### config.mk
export PLATFORM = sky130hd
export DESIGN_NAME = huff_mcu_scheduler
export DESIGN_NICKNAME = d
export VERILOG_FILES = /design/src/rtl/huff_mcu_scheduler.sv
export SDC_FILE = /design/constraint.sdc
export NUM_CORES = 1
export LEC_CHECK = 0
export ABC_CLOCK_PERIOD_IN_PS = 7700
export CAP_MARGIN = 20
export CORE_MARGIN = 2
export CORE_UTILIZATION = 25
export CTS_CLUSTER_SIZE = 16
export DETAILED_ROUTE_END_ITERATION = 8
export GPL_ROUTABILITY_DRIVEN = 0
export PLACE_DENSITY = 0.56
export SETUP_SLACK_MARGIN = 0.05
export SYNTH_ARGS = -nofsm -noshare
export SYNTH_HDL_FRONTEND = slang
export SYNTH_SLANG_ARGS = --single-unit
### constraint.sdc
create_clock -name clk -period 7.7 [get_ports clk]
set_clock_uncertainty 0.15 [all_clocks]
set_input_delay 2.31 -clock clk [delete_from_list [all_inputs] [get_ports clk]]
set_output_delay 2.31 -clock clk [all_outputs]
set_load 0.02 [all_outputs]
### src/rtl/huff_mcu_scheduler.sv
// Sequences the Y, Cb and Cr Huffman encoders for one MCU and merges their
// bitstream words into a single registered, component-tagged stream.
module huff_mcu_scheduler #(
  parameter int TIMEOUT_CYCLES = 1024,
  parameter int CNT_W          = 11
) (
  input  logic        clk,
  input  logic        rst,
  input  logic        start,
  output logic        ready,
  output logic [2:0]  enc_enable,
  input  logic [2:0]  enc_data_ready,
  input  logic [95:0] enc_bitstream,
  input  logic [2:0]  enc_eob,
  input  logic [14:0] enc_reg_count,
  output logic        out_valid,
  output logic [31:0] out_word,
  output logic [1:0]  out_comp,
  output logic        mcu_done,
  output logic [4:0]  residual_cnt,
  output logic        err_stray,
  output logic        err_timeout
);

  typedef enum logic [2:0] {
    S_IDLE, S_EN_Y, S_WAIT_Y, S_EN_CB, S_WAIT_CB, S_EN_CR, S_WAIT_CR, S_DONE
  } state_t;

  localparam logic [CNT_W-1:0] WD_LAST = CNT_W'(TIMEOUT_CYCLES - 1);

  state_t           state_reg, state_next, adv_state;
  logic [CNT_W-1:0] wd_reg, wd_next;
  logic             eob_hit_reg, eob_hit_next;
  logic             in_wait, act_dr, act_eob, stray, timeout, accept;
  logic [1:0]       act;
  logic [2:0]       act_mask;
  logic [31:0]      act_word;
  logic             unused_reg_count;

  assign unused_reg_count = ^enc_reg_count[9:0];

  always_comb begin
    in_wait   = 1'b0;
    act       = 2'd0;
    act_mask  = 3'b000;
    adv_state = S_IDLE;
    case (state_reg)
      S_WAIT_Y:  begin in_wait = 1'b1; act = 2'd0; act_mask = 3'b001; adv_state = S_EN_CB; end
      S_WAIT_CB: begin in_wait = 1'b1; act = 2'd1; act_mask = 3'b010; adv_state = S_EN_CR; end
      S_WAIT_CR: begin in_wait = 1'b1; act = 2'd2; act_mask = 3'b100; adv_state = S_DONE;  end
      default:   ;
    endcase
  end

  always_comb begin
    act_word = enc_bitstream[31:0];
    case (act)
      2'd1:    act_word = enc_bitstream[63:32];
      2'd2:    act_word = enc_bitstream[95:64];
      default: act_word = enc_bitstream[31:0];
    endcase
  end

  assign act_dr  = |(enc_data_ready & act_mask);
  assign act_eob = |(enc_eob & act_mask);
  // Anything not coming from the encoder we are waiting on is dropped.
  assign stray   = |(enc_data_ready & ~act_mask);
  assign timeout = in_wait && !eob_hit_reg && !act_eob && (wd_reg == WD_LAST);
  assign accept  = (state_reg == S_IDLE) && start;

  // eob is captured into eob_hit_reg and acted on one cycle later.
  always_comb begin
    state_next   = state_reg;
    wd_next      = wd_reg;
    eob_hit_next = 1'b0;
    case (state_reg)
      S_IDLE:  if (start) state_next = S_EN_Y;
      S_EN_Y:  begin state_next = S_WAIT_Y;  wd_next = '0; end
      S_EN_CB: begin state_next = S_WAIT_CB; wd_next = '0; end
      S_EN_CR: begin state_next = S_WAIT_CR; wd_next = '0; end
      S_WAIT_Y, S_WAIT_CB, S_WAIT_CR: begin
        if (eob_hit_reg) begin
          state_next = adv_state;
        end else if (timeout) begin
          state_next = S_IDLE;
        end else begin
          wd_next      = wd_reg + 1'b1;
          eob_hit_next = act_eob;
        end
      end
      S_DONE:  state_next = S_IDLE;
      default: state_next = S_IDLE;
    endcase
  end

  always_ff @(posedge clk) begin
    if (rst) begin
      state_reg    <= S_IDLE;
      wd_reg       <= '0;
      eob_hit_reg  <= 1'b0;
      ready        <= 1'b1;
      enc_enable   <= 3'b000;
      out_valid    <= 1'b0;
      out_word     <= 32'd0;
      out_comp     <= 2'd0;
      mcu_done     <= 1'b0;
      residual_cnt <= 5'd0;
      err_stray    <= 1'b0;
      err_timeout  <= 1'b0;
    end else begin
      state_reg   <= state_next;
      wd_reg      <= wd_next;
      eob_hit_reg <= eob_hit_next;
      ready       <= (state_next == S_IDLE);
      enc_enable  <= {state_next == S_EN_CR, state_next == S_EN_CB, state_next == S_EN_Y};
      mcu_done    <= (state_next == S_DONE);
      out_valid   <= act_dr;
      if (act_dr) begin
        out_word <= act_word;
        out_comp <= act;
      end
      if (accept) begin
        err_stray    <= 1'b0;
        err_timeout  <= 1'b0;
        residual_cnt <= 5'd0;
      end
      if (stray)
        err_stray <= 1'b1;
      if (timeout)
        err_timeout <= 1'b1;
      if (state_reg == S_WAIT_CR && !eob_hit_reg && enc_eob[2])
        residual_cnt <= enc_reg_count[14:10];
    end
  end

endmodule

==> flow_metrics.tcl, run 1 <==
set metrics [dict create \
    vias 3390 \
    wirelength_met1_mm 4.20 \
    synth_nets 541 \
    cellPowerDensity_nw_per_um2 177 \
    cts_tree "yes" \
    synthMuxAreaShare_pct 0.635 \
    synth_top_family_by_area "compound AO/OA/AOI/OAI gates" \
    drive_above_1_share_pct 6.09 \
    synthCells 417 \
    path_class "primary input to register" \
    antenna_found_initial 0 \
    wl_met2_mm 4.74 \
    syn_area_um2 3150 \
    nNetsFinal 678 \
    worstPathArrival_ns 4.24 \
    max_freq_mhz 241 \
    die_w_um 116 \
    gr-total-overflow 0 \
    antenna_cells 0 \
    yosysSeqAreaShare_pct 39.4 \
    initial_core_util_pct 25.3 \
    hold_class "register to register" \
    period_needed_ns 4.14 \
    cp_max_fo 25 \
    ir_drop_mv 0.0729 \
    min_path_cells 2 \
    wl_mm 9.80 \
    setup_viol 0 \
    coreArea_um2 12500 \
    grt_pass1_wl_mm 15.4 \
    power_mw 0.911 \
    synthFlopType "dfxtp_1" \
    end_kind "register" \
    cts_hold_buffers 0 \
    synthAdderAreaFrac_pct 1.59 \
    synth_area_leaders "dfxtp_1, nand2_1, a22oi_1, a21oi_1, o21ai_0" \
    hp-start "out_word[7]" \
    syn_avg_cell_area_um2 7.56 \
    fp.dieH_um 116 \
    top_layer_used "met4" \
    clk_pin_slew_ns 0.05 \
    clk_path_buf_depth 2 \
    areaGrowthSynthToFinish_pct 63.2 \
    startpoint "enc_data_ready[2]" \
    synth_top_area_share_pct 39.4 \
    clkLatencyLatePin_ns 0.32 \
    post_cts_resize_count 0 \
    worst_pin_slew_ns 0.944 \
    regToRegStartpoint "state_reg[2]" \
    synth_xor_area_share_pct 0.556 \
    h-tree-depth 3 \
    ys_async_sr_fraction_pct 0 \
    cp_data_required_time_ns 7.79 \
    synth_cell_types 52 \
    io_buffer_count 156 \
    routed_via_density 4.64 \
    ff2ff_path_depth 9 \
    synth_compound_area_share_pct 27.7 \
    synth_edf_count 0 \
    status "finished clean" \
    synthSimpleGateAreaFrac_pct 25.0 \
    grt_start_max_net_pins 65 \
    drtIter0Drc 155 \
    dp_hpwl_mm 7.16 \
    ys_warn_count 0 \
    cap_violations 0 \
    cts_sinks 62 \
    slew_headroom_pct 37.0 \
    fp-row-count 41 \
    setup_tns_ns 0 \
    post_cts_buffers 0 \
    drt_drc_violations_left 0 \
    synth.largest_area_cell "dfxtp_1" \
    cts-buffers-inserted 9 \
    grt.total_usage_pct 14.4 \
    ios 167 \
    drt_pass1_iterations 4 \
    largest_reg_flops 32 \
    met3_wirelength_um 676 \
    clock-root-buffer "clkbuf_16" \
    rsz0062_at_grt "false" \
    hold_viol 0 \
    start_kind "primary input" \
    layout_worst_path_cycle_share_pct 53.8 \
    die_area_um2 13500 \
    grt_pass1_vias 3266 \
    ys_ff_latch 62 \
    wl_per_cell_um 13.4 \
    slew_violations 0 \
    ant_nets 0 \
    p_leak_nw 1.78 \
]
-- report_power, final --
group	internal [mW]	leakage, nW	switching (mW)
clock	0.275	0.151	0.144
sequential	0.332	0.502	0.00892
combinational	0.0847	1.13	0.0671
total	0.691	1.78	0.220
-- worst paths after layout --
kind                  end  slack [ns]
max          out_word[17]        3.56
max reg2reg  out_word[17]        4.14
min reg2reg   out_word[7]        0.30
min           out_word[7]        0.30
-- cells in the mapped netlist, drive strengths merged, types with 6 or more instances --
library cell / count
a21oi: 44
a22oi: 37
buf: 12
clkbuf: 20
dfxtp: 62
inv: 7
nand2: 102
nand3: 8
nand3b: 6
nor2: 20
o21ai: 38
-- final cells by class --
type / count / area, um2
repair buffers: 158 / 1590
multi-input cells: 316 / 1760
flip-flops and latches: 62 / 1240
clock buffers: 12 / 267
inverters: 7 / 26.3
clock inverters: 3 / 42.5
well taps: 172 / 215
fillers: 1275 / 7320
-- worst max-delay path, cell delays in order --
cell,delay [ns]
clkdlybuf4s50_1,0.50
nand3b_1,0.09
a21oi_1,0.47
a21o_1,0.43
buf_16,0.22
nand2_1,0.08
a21oi_1,0.14
-- kinds of logic (layout without fill, tap and decap cells) --
family,Yosys count,in the layout
AO/OA/AOI/OAI,140,140
XOR/XNOR,2,2
adder cells (fa/ha/maj),4,4
buffers and inverters,39,180
flip-flops,62,62
multiplexers,2,2
AND/OR/NAND/NOR,168,168
-- cell usage in the layout (no fill, tap or decap), types with 3 or more instances in the layout --
master           netlist  routed
a21o_1                 3       3
a21oi_1               43      42
a22oi_1               37      37
a31oi_1                3       3
clkbuf_16              0       9
clkbuf_8               0       3
clkdlybuf4s50_1        0     155
dfxtp_1               62      62
ha_1                   4       3
inv_1                  7       7
nand2_1              102     102
nand2b_1               3       3
nand3_1                6       6
nand3b_1               5       5
nor2_1                19      19
nor3_1                 3       3
nor3b_1                3       3
o21ai_0               38      38
or3_1                  4       4
-- stage by stage --
step	utilization [%]	cells	setup slack, ns	hold WS, ns	area [um2]
detailed placement	38.6	714	2.89	0.296	4810
global placement	38.6	714	2.88	0.288	4810
CTS	41.1	729	3.22	0.300	5120
floorplan	-	417	4.04	0.299	3150
global route	41.3	730	3.35	0.325	5150
finish	41.3	730	3.56	0.296	5150
-- per-layer routing --
layer,vias to the layer above,track usage [%]
met5,-,0
met1,1531,17.4
met2,102,24.0
met4,0,5.87
li1,1748,-
met3,9,4.46
Power figures use the tool's default switching activity.
==> inputs of run 2 (changes only) <==
--- a/config.mk
+++ b/config.mk
@@ -5,7 +5,7 @@
 export SDC_FILE = /design/constraint.sdc
 export NUM_CORES = 1
 export LEC_CHECK = 0
-export ABC_CLOCK_PERIOD_IN_PS = 7700
+export ABC_CLOCK_PERIOD_IN_PS = 3840
 export CAP_MARGIN = 20
 export CORE_MARGIN = 2
 export CORE_UTILIZATION = 25
==> constraint.sdc (replaced) <==
create_clock -name clk -period 3.84 [get_ports clk]
set_clock_uncertainty 0.15 [all_clocks]
set_input_delay 1.152 -clock clk [delete_from_list [all_inputs] [get_ports clk]]
set_output_delay 1.152 -clock clk [all_outputs]
set_load 0.02 [all_outputs]
==> run 2 against run 1 <==
Flip-flop and latch count stayed put. Total power up 95%. Design area down 0.32%. Register-to-register slack got worse by 3.2 ns. Die area unchanged. Utilization shrank 0.13 points. Count of clock-buffer cells in the layout shrank 1. Worst setup slack got worse by 2.6 ns. Non-clock buffer count is 3 higher. Sequential share of layout area is 0.076 points higher. Sequential power is 100% higher. Largest cell class unchanged.
==> flow_metrics.tcl, run 2 (synthesis results as in run 1) <==
set metrics [dict create \
    status "finished clean" \
    multi_input_area_um2 1760 \
    crit_slowest_cell "or4_1" \
    slew_headroom_pct 38.3 \
    ant_nets 0 \
    p_switching_mw 0.432 \
    post_cts_buffers 0 \
    io_buffer_count 156 \
    clock-root-buffer "clkbuf_16" \
    seq_area_um2 1240 \
    seqPwrFrac_pct 38.4 \
    ff2ff_path_depth 9 \
    areaGrowthSynthToFinish_pct 62.7 \
    drt_drc_violations_left 0 \
    slowest_delay_ns 0.71 \
    nNetsFinal 681 \
    drt_pass1_iterations 4 \
    power.internal_mw 1.35 \
    grt.total_usage_pct 14.7 \
    place_area_um2 4840 \
    die_area_um2 13500 \
    p_comb_share_pct 17.1 \
    h-tree-depth 3 \
    r2r_slack_ns 0.97 \
    period_needed_ns 2.87 \
    r2r_end "wd_reg[7]" \
    clk_path_buf_depth 2 \
    setup_viol 0 \
    p_leak_nw 1.78 \
    cap_violations 0 \
    nFillCells 1298 \
    antenna_found_initial 0 \
    dp_hpwl_mm 7.44 \
    place_ws_ns 0.690 \
    ir_drop_mv 0.171 \
    cellPowerDensity_nw_per_um2 347 \
    grt_pass1_vias 3297 \
    largest_reg_flops 32 \
    worstPathCellList "nor3b_1, buf_4, inv_1, ha_1, nand4b_1, nand3_2, or4_1, a21o_1, a21oi_2" \
    p_clk_share_pct 44.5 \
    setup_tns_ns 0 \
    worst_pin_slew_ns 0.925 \
    final_common_cell "clkdlybuf4s50_1" \
    ios 167 \
    fp-row-count 41 \
    worstPathArrival_ns 2.98 \
    initial_core_util_pct 25.3 \
    cts_tree "yes" \
    antenna_cells 0 \
    whs_ns 0.300 \
    path_class "register to register" \
    cts_sinks 62 \
    drtIter0Drc 120 \
    post_cts_resize_count 0 \
    cts-buffers-inserted 9 \
    holdPathEnd "out_word[28]" \
    hold_viol 0 \
    slew_violations 0 \
    hold_class "register to register" \
    cts_hold_buffers 0 \
    finalWorstSetupSlack_ns 0.968 \
    die_w_um 116 \
    min_path_cells 2 \
    hp-start "out_word[28]" \
    max_freq_mhz 348 \
    regToRegStartpoint "state_reg[1]" \
    final_area_um2 5130 \
    clkLatencyLatePin_ns 0.32 \
    end_kind "register" \
    switching_share_pct 24.3 \
    drive_above_1_share_pct 6.42 \
    gr-total-overflow 0 \
    start_kind "register" \
    grt_pass1_wl_mm 15.9 \
    grt_start_max_net_pins 65 \
    clk_pin_slew_ns 0.05 \
    fp.dieH_um 116 \
    cp_max_fo 15 \
    rsz0062_at_grt "false" \
    vias 3436 \
    final_cell_mix "clkdlybuf4s50_1, nand2_1, dfxtp_1" \
    wl_mm 9.98 \
    coreArea_um2 12500 \
    cp_data_required_time_ns 3.94 \
    routed_via_density 4.69 \
    wl_per_cell_um 13.6 \
    layout_worst_path_cycle_share_pct 74.8 \
]
-- run 2: changes by cell type in the layout (fill, tap and decap cells not counted) --
cell | before | now
buf_16 | 1 | 0
buf_4 | 1 | 5
clkbuf_1 | 0 | 1
clkbuf_8 | 3 | 1
clkinv_2 | 1 | 2
-- run 2: per-stage QoR --
stage               power (mW)  cells  utilization (%)
floorplan                0.825    417                -
global placement          1.00    718             38.8
detailed placement        1.00    718             38.8
CTS                       1.80    733             41.2
global route              1.87    733             41.2
finish                    1.78    733             41.2
-- run 2: routing by layer --
layer | routed length [um] | up-vias | track usage (%)
met2 | 4940 | 96 | 24.0
met4 | 129 | 0 | 3.89
li1 | - | 1751 | -
met1 | 4210 | 1582 | 18.6
met5 | 0 | - | 0
met3 | 698 | 7 | 4.93
-- run 2: power groups by stage --
stage / registers [mW] / clock network (mW) / logic (mW)
floorplan: 0.711 / 0 / 0.114
global placement: 0.696 / 0 / 0.305
detailed placement: 0.697 / 0 / 0.306
CTS: 0.684 / 0.812 / 0.308
global route: 0.687 / 0.847 / 0.332
finish: 0.684 / 0.793 / 0.304
-- run 2: final cells by class --
cell class | instances | area share, %
clock inverter | 4 | 0.927
inverter | 7 | 0.512
clock buffer | 11 | 4.73
tap | 172 | 4.20
timing repair buffer | 161 | 31.1
multi-input combinational | 316 | 34.4
sequential | 62 | 24.2
-- run 2: worst max-delay path by stage --
stage | startpoint | endpoint | slack (ns) | cells after the start
2_1_floorplan | enc_eob[1] | wd_reg[7] | 1.34 | 6
3_3_place_gp | enc_eob[2] | state_reg[2] | 0.71 | 6
3_5_place_dp | enc_data_ready[0] | out_word[14] | 0.69 | 6
4_1_cts | state_reg[2] | out_comp[0] | 0.93 | 10
5_1_grt | state_reg[2] | out_word[3] | 0.64 | 10
6_report | state_reg[1] | wd_reg[7] | 0.97 | 9
-- run 2: worst max-delay path: cells and delay by family (launching register included) --
family	cells	cell delay, ns
buffers and inverters	2	0.28
flip-flops	1	0.67
AO/OA/AOI/OAI	2	0.32
adder cells (fa/ha/maj)	1	0.25
AND/OR/NAND/NOR	4	1.13
